$ cat src/rtl/ray_frame_scheduler.sv
// Frame sequencer for primary rays: walks pixels in raster order and hands them
// to NUM_UNITS trace units with round-robin arbitration and per-unit credits.
module ray_frame_scheduler #(
    parameter int NUM_UNITS = 4,
    parameter int CREDITS   = 2,
    parameter int DIM_W     = 13
) (
    input  logic                   clk,
    input  logic                   reset_n,
    input  logic                   start,
    input  logic [DIM_W-1:0]       image_width,
    input  logic [DIM_W-1:0]       image_height,
    output logic                   busy,
    output logic                   frame_done,
    output logic                   cfg_error,
    output logic                   proto_error,
    output logic [NUM_UNITS-1:0]   dispatch_valid,
    input  logic [NUM_UNITS-1:0]   unit_ready,
    output logic [DIM_W-1:0]       pixel_x,
    output logic [DIM_W-1:0]       pixel_y,
    output logic [2*DIM_W-1:0]     pixel_index,
    input  logic [NUM_UNITS-1:0]   done_valid
);

    localparam int PTR_W = $clog2(NUM_UNITS);
    localparam int IDX_W = 2 * DIM_W;
    localparam logic [2:0] CRED_MAX = 3'(CREDITS);

    typedef enum logic [1:0] {IDLE, LOAD, DISPATCH, DRAIN} state_t;

    state_t                      state_q, state_d;
    logic [DIM_W-1:0]            w_q, w_d, h_q, h_d, x_q, x_d, y_q, y_d;
    logic [IDX_W-1:0]            total_q, total_d, index_q, index_d;
    logic [NUM_UNITS-1:0]        valid_q, valid_d;
    logic [PTR_W-1:0]            gnt_q, gnt_d, rr_q, rr_d;
    logic [NUM_UNITS-1:0][2:0]   credit_q, credit_d;
    logic                        done_q, done_d, cfg_err_q, cfg_err_d, proto_q, proto_d;
    logic                        xfer, found;
    logic [PTR_W-1:0]            cand, pick;

    always_comb begin
        state_d   = state_q;
        w_d       = w_q;
        h_d       = h_q;
        total_d   = total_q;
        x_d       = x_q;
        y_d       = y_q;
        index_d   = index_q;
        valid_d   = valid_q;
        gnt_d     = gnt_q;
        rr_d      = rr_q;
        credit_d  = credit_q;
        done_d    = 1'b0;
        cfg_err_d = 1'b0;
        proto_d   = proto_q;
        xfer      = |(valid_q & unit_ready);
        found     = 1'b0;
        cand      = '0;
        pick      = rr_q;

        case (state_q)
            IDLE: begin
                if (start) begin
                    if (image_width != '0 && image_height != '0) begin
                        w_d     = image_width;
                        h_d     = image_height;
                        total_d = IDX_W'(image_width) * IDX_W'(image_height);
                        proto_d = 1'b0;
                        state_d = LOAD;
                    end else begin
                        cfg_err_d = 1'b1;
                    end
                end
            end
            LOAD: begin
                x_d     = '0;
                y_d     = '0;
                index_d = '0;
                state_d = DISPATCH;
            end
            DISPATCH: begin
                if (xfer) begin
                    rr_d    = gnt_q + PTR_W'(1);
                    index_d = index_q + IDX_W'(1);
                    valid_d = '0;
                    if (x_q == w_q - DIM_W'(1)) begin
                        x_d = '0;
                        y_d = y_q + DIM_W'(1);
                    end else begin
                        x_d = x_q + DIM_W'(1);
                    end
                    if (index_q == total_q - IDX_W'(1)) begin
                        state_d = DRAIN;
                    end
                end
            end
            DRAIN: begin
                if (credit_q == '0) begin
                    done_d  = 1'b1;
                    state_d = IDLE;
                end
            end
            default: state_d = IDLE;
        endcase

        // A transfer and a completion on the same unit cancel out.
        for (int i = 0; i < NUM_UNITS; i++) begin
            if (xfer && gnt_q == PTR_W'(i)) begin
                credit_d[i] = credit_d[i] + 3'd1;
            end
            if (done_valid[i]) begin
                if (credit_q[i] != 3'd0 && state_q != IDLE) begin
                    credit_d[i] = credit_d[i] - 3'd1;
                end else begin
                    proto_d = 1'b1;
                end
            end
        end

        // Arbitrate against next-cycle credits so a freed slot is usable at once.
        if (state_q == DISPATCH && state_d == DISPATCH && valid_d == '0) begin
            for (int k = 0; k < NUM_UNITS; k++) begin
                cand = rr_d + PTR_W'(k);
                if (!found && credit_d[cand] < CRED_MAX) begin
                    found = 1'b1;
                    pick  = cand;
                end
            end
            if (found) begin
                valid_d = NUM_UNITS'(1) << pick;
                gnt_d   = pick;
            end
        end
    end

    always_ff @(posedge clk or negedge reset_n) begin
        if (!reset_n) begin
            state_q   <= IDLE;
            w_q       <= '0;
            h_q       <= '0;
            total_q   <= '0;
            x_q       <= '0;
            y_q       <= '0;
            index_q   <= '0;
            valid_q   <= '0;
            gnt_q     <= '0;
            rr_q      <= '0;
            credit_q  <= '0;
            done_q    <= 1'b0;
            cfg_err_q <= 1'b0;
            proto_q   <= 1'b0;
        end else begin
            state_q   <= state_d;
            w_q       <= w_d;
            h_q       <= h_d;
            total_q   <= total_d;
            x_q       <= x_d;
            y_q       <= y_d;
            index_q   <= index_d;
            valid_q   <= valid_d;
            gnt_q     <= gnt_d;
            rr_q      <= rr_d;
            credit_q  <= credit_d;
            done_q    <= done_d;
            cfg_err_q <= cfg_err_d;
            proto_q   <= proto_d;
        end
    end

    assign busy           = (state_q != IDLE);
    assign frame_done     = done_q;
    assign cfg_error      = cfg_err_q;
    assign proto_error    = proto_q;
    assign dispatch_valid = valid_q;
    assign pixel_x        = x_q;
    assign pixel_y        = y_q;
    assign pixel_index    = index_q;

endmodule

$ cat config.mk
export PLATFORM = sky130hd
export DESIGN_NAME = ray_frame_scheduler
export DESIGN_NICKNAME = d
export VERILOG_FILES = /design/src/rtl/ray_frame_scheduler.sv
export SDC_FILE = /design/constraint.sdc
export NUM_CORES = 1
export LEC_CHECK = 0
export ABC_AREA = 1
export CAP_MARGIN = 15
export CORE_UTILIZATION = 60
export DETAILED_ROUTE_END_ITERATION = 8
export GPL_TIMING_DRIVEN = 0
export PLACE_DENSITY = 0.81
export SETUP_SLACK_MARGIN = 0.15
export SLEW_MARGIN = 20
export SYNTH_ARGS = -nofsm -noshare
export SYNTH_HDL_FRONTEND = slang
export SYNTH_SLANG_ARGS = --single-unit
$ cat constraint.sdc
create_clock -name clk -period 3.5 [get_ports clk]
set_clock_uncertainty 0.1 [all_clocks]
set_input_delay 1.05 -clock clk [delete_from_list [all_inputs] [get_ports clk]]
set_output_delay 1.05 -clock clk [all_outputs]
set_load 0.05 [all_outputs]
# Yosys cells after proc, flatten, opt, wreduce, memory -nomap -nowiden
# Cells that the tools add are included.
[word_totals]
output_inout_bits = 60
ff_bits = 116
[classes]
magnitude_cmp = 8
n_addsub = 17
shifts = 1
muxes = 69
eq_ne = 11
multipliers = 1
reduce_logical = 34
bitwise = 1
[op_table]
columns = ["op", "count"]
rows = [
  ["two-way mux 13 bit", 4],
  ["case mux 13 bit (2 select lines)", 2],
  ["case mux 26 bit (2 select lines)", 1],
  ["two-way mux 3 bit", 16],
  ["adder 13 x 1 -> 13 bit (second input constant)", 2],
  ["adder 26 x 1 -> 26 bit (second input constant)", 1],
  ["== test 26 bit", 1],
  ["multiplier 13 x 13 -> 26 bit", 1],
  ["two-way mux 26 bit", 1],
  ["nonzero test 13 bit", 2],
  ["subtractor 26 x 1 -> 26 bit (second input constant)", 1],
  ["binary-select mux 3 bit (select 2 bit)", 4],
  ["two-way mux 1 bit", 24],
  ["two-way mux 2 bit", 12],
  ["two-way mux 4 bit", 4],
  ["logical AND 1 bit", 14],
  ["== test 13 bit", 1],
  ["subtractor 13 x 1 -> 13 bit (second input constant)", 1],
  ["adder 3 x 1 -> 3 bit (second input constant)", 4],
  ["zero test 12 bit", 1],
  ["less-than comparator 2 x 3 -> 1 bit (second input constant)", 4],
  ["less-than comparator 3 x 2 -> 1 bit (second input constant)", 4],
  ["nonzero test 3 bit", 4],
  ["subtractor 3 x 1 -> 3 bit (second input constant)", 4],
  ["15 further kinds", 29],
]

# Logic depth before layout (Yosys ltp)
[depth]
word_depth = 27
depth_mapped = 26

# Worst setup path before layout
# OpenSTA, ideal clock, no wires.
[synth_path]
path_type = "input -> register"
startpoint = "in image_width[6]"
endpoint = "reg total_q[24]"
setup_ns = 0.118
arrival_time_ns = 5.826
t_required_ns = 3.282
path_stages = 25
setup_slack_ns = -2.543
n_path_buf = 1
cell_sequence = "clkbuf_1 -> nand2_1 -> inv_1 -> fa_1 -> inv_1 -> fa_1 -> inv_1 -> fa_1 -> fa_1 -> inv_1 -> fa_1 -> inv_1 -> ha_1 -> a21o_1 -> a21oi_1 -> o21ai_0 -> nand2_1 -> nand2_1 -> a21oi_1 -> o21ai_0 -> nand3_1 -> nand2_1 -> or2_2 -> nand3_1 -> nand2_1"
[synth_between]
elab_chain_cells = 3
elab_cells_between_ends = 4
[synth_rtl]
columns = ["item", "line", "text"]
rows = [
  ["start: declaration", "11", "input logic [DIM_W-1:0] image_width,"],
  ["branches (longest 3 deep; another with multiplier 13 x 13 -> 26 bit)", "-", ""],
  ["end signal: assignment", "156", "total_q <= total_d;"],
  ["end: declaration", "33", "logic [IDX_W-1:0] total_q, total_d, index_q, index_d;"],
]
# Several ways; the timed one is not identified.
# A chain may end at the register's enable or synchronous reset.

# Final worst setup path
[layout_path]
startpoint = "in image_width[6]"
endpoint = "reg total_q[19]"
# Same word-level chain as after synthesis.

==> results.txt <==
Post-synthesis cell count: 1815
Max Freq: 0.172 GHz
Worst-Margin Slew: 1070 ps
CP required: 3710 ps
Overall overflow remaining after global route: 0
Worst EP arrival: 6030 ps
Largest cells by area after synthesis: dfrtp_1 (22%), fa_1 (18%), nand2_1 (14%)
Setup tns final: -41920 ps
Hold Fails Final Rpt: 0
Max Slew Vio Count: 0
Netlist cell types: 52
Worst hold path depth: 2
RSZ-0062 raised after global routing: true
Final setup fails: 29
Total GRT Usage: 36.3%
CTS tree: built
Area leader, netlist: dfrtp_1
Clock sink count: 116
Synth Register Bits: 116
Failing checks: DRC, setup timing
Clk buf depth: 2
Post-Syn Area: 0.0133 mm^2
Cell family with most CP delay: adder cells
Mean post-synth cell area: 7.34 um^2
TritonCTS buffer count: 17
Routed WL per cell: 21.0 um
Final Power: 18.7 mW
Final WS setup: -2310 ps
CP Cell Sequence: buf_12, clkbuf_16, nand2_2, inv_2, fa_1, inv_2, fa_1, inv_1, fa_1, inv_2, fa_2, fa_1, inv_2, ha_4, a21oi_4, o21ai_4, buf_12, a21oi_4, o21ai_2, a21oi_2, o21ai_1, or2_4, nand3_2, nand2_1
Reg clk slew, reported paths: 60 ps
Die area: 0.0228 mm^2
Fin util: 82.0%
Share of the synthesized area in the top cell type: 21.8%
Critical path depth in cells: 24
Largest net degree at the start of global routing: 69
Worst slew margin: 28.3%
Htree depth: 4
Max Cap Viol: 0
Area Growth Syn to Fin: 34.4%
Period utilisation layout: 166%
Worst skew pair latency: 430 ps
Vias: 14200
DP HPWL: 27500 um
Root Buffer: clkbuf_16
Chip height: 151 um
N_diodes: 0
Vias in the first global route: 13200
Initial drt markers: 1453
Core area: 0.0218 mm^2
WP buf/inv: 8
Startpoint Class: input port
Drt via density: 6.10
Antenna-violating nets left: 0
FF-to-FF path depth: 21
Hold slack: 405 ps
First-pass GRT wire length: 63800 um
Pleak: 9.13 nW
Placer Congestion: 0.929
Status: finished with violations
Post-Place Cells: 2192
Total routed wirelength: 48900 um
Initial antenna violation count: 1
Syn. warnings: 0
Post-Syn Nets: 2065
Slowest CP cell: fa_1
Num rows: 54
Initial core utilization: 61.0%
Cts hold-fix bufs: 0
Die width: 151 um
Tmin final: 5810 ps
Max IR drop VDD: 0.971 mV
Max FO, Critical Path: 7
Primary FF master, synth: dfrtp_1
Layout Cells excl Fill: 2328
TritonRoute pass-1 iters: 8
Setup crit end kind: register
Power Dens Cells: 1050 mW/mm^2
EDFF count, synth: 0
Hold Crit Class: register to register
Total I/O pin count: 97
Port bufs: 96
Worst path max stage delay: 530 ps
Worst setup path class: input port to register
Final net count: 2285
Seq/Total Area, Yosys: 21.8%
Post-synth ARST share: 100%
Remaining DRCs: 1
Layout cells sized above 1: 22.2%
## metal layers
| layer | vias to the layer above | wire length, um | global-route usage, % |
|---|---|---|---|
| met1 | 6583 | 16800 | 44.3 |
| met2 | 1110 | 21700 | 59.8 |
| met5 | - | 26 | 0 |
| met3 | 480 | 5690 | 7.08 |
| met4 | 4 | 4740 | 21.2 |
| li1 | 6018 | - | - |
## layout make-up
type                       count  area (um^2)
fill                        1208         3920
inverter                     394         1490
timing repair buffer         201         1970
clock buffer                  17          425
buffer                        43          609
tap                          280          350
multi-input combinational   1262         9990
clock inverter                15          156
sequential                   116         2900
## timing repair
item,CTS,global route
setup endpoints to repair,46,35
gates cloned,4,1
hold endpoints to repair,0,0
pin swaps,81,108
setup buffers,61,38
gates resized for setup,301,161
## tightest hold or removal path: cells and delay by family (launching register included)
kind             cells  cell delay, ps
DFF                  1             360
and+or+nand+nor      2             110
## worst paths after layout
path,from,endpoint,slack (ps)
max in group asynchronous,reset_n,credit_q[2]$_DFF_PN0_,2090
setup / recovery,image_width[6],total_q[19]$_DFFE_PN0P_,-2310
hold / removal,total_q[25]$_DFFE_PN0P_,total_q[25]$_DFFE_PN0P_,410
hold reg to reg,total_q[25]$_DFFE_PN0P_,total_q[25]$_DFFE_PN0P_,410
setup reg to reg,gnt_q[0]$_DFFE_PN0P_,dispatch_valid[3]$_DFF_PN0_,430
min in group asynchronous,reset_n,pixel_x[7]$_DFFE_PN0P_,510
## cell usage in the layout (no fill, tap or decap), drive strengths merged
cell / instances
and3: 1
o41ai: 1
o21ai: 79
buf: 139
nand4: 32
a21o: 2
o31ai: 4
xnor2: 30
bufinv: 2
nand3: 94
clkdlybuf4s50: 65
or2: 12
o221ai: 1
o311ai: 1
nand3b: 8
dlygate4sd2: 4
ha: 92
clkbuf: 52
o21a: 1
a21boi: 1
inv: 396
fa: 121
nor3: 28
clkinvlp: 5
mux2i: 3
o2111ai: 1
dlymetal6s2s: 1
xor2: 66
nor2: 107
o21bai: 2
o211ai: 2
a2bb2oi: 1
a31oi: 3
nor4: 14
nand2: 501
a21oi: 38
o22ai: 15
clkinv: 6
dfrtp: 116
a32o: 1
## cell usage after synthesis (14+ instances only)
master and number:
a21oi_1 36, clkbuf_1 36, dfrtp_1 116, fa_1 121, ha_1 92, inv_1 387, nand2_1 487, nand3_1 91
nand4_1 31, nor2_1 101, nor3_1 28, nor4_1 14, o21ai_0 77, o22ai_1 15, xnor2_1 30, xor2_1 66
## per-stage QoR
step,cell area (um^2),setup slack (ps)
3_5_place_dp,15200,-3330
5_1_grt,17900,-2370
4_1_cts,17000,-1820
3_3_place_gp,15200,-3220
2_1_floorplan,13900,-2060
6_report,17900,-2310
## report_power, final
part	switching, mW	internal (mW)
Combinational	8.49	6.48
Sequential	0.363	1.63
Clock	0.712	1.05
Total	9.56	9.17
## registers in the layout, indices dropped and copies added, names as in the netlist, 2 cells and up
name            cells
rr_q                2
pixel_index        26
credit_q           12
gnt_q               2
w_q                13
dispatch_valid      4
pixel_y            13
pixel_x            13
state_q             2
total_q            26
## logic make-up after synthesis
group                    synth area share [%]
multiplexers                            0.226
flip-flops                               21.8
buffers and inverters                    12.5
AO/OA/AOI/OAI                            6.44
adder cells (fa/ha/maj)                  26.8
XOR/XNOR                                 6.32
AND/OR/NAND/NOR                          25.9
Note: power is estimated with default switching activity, not from simulation.
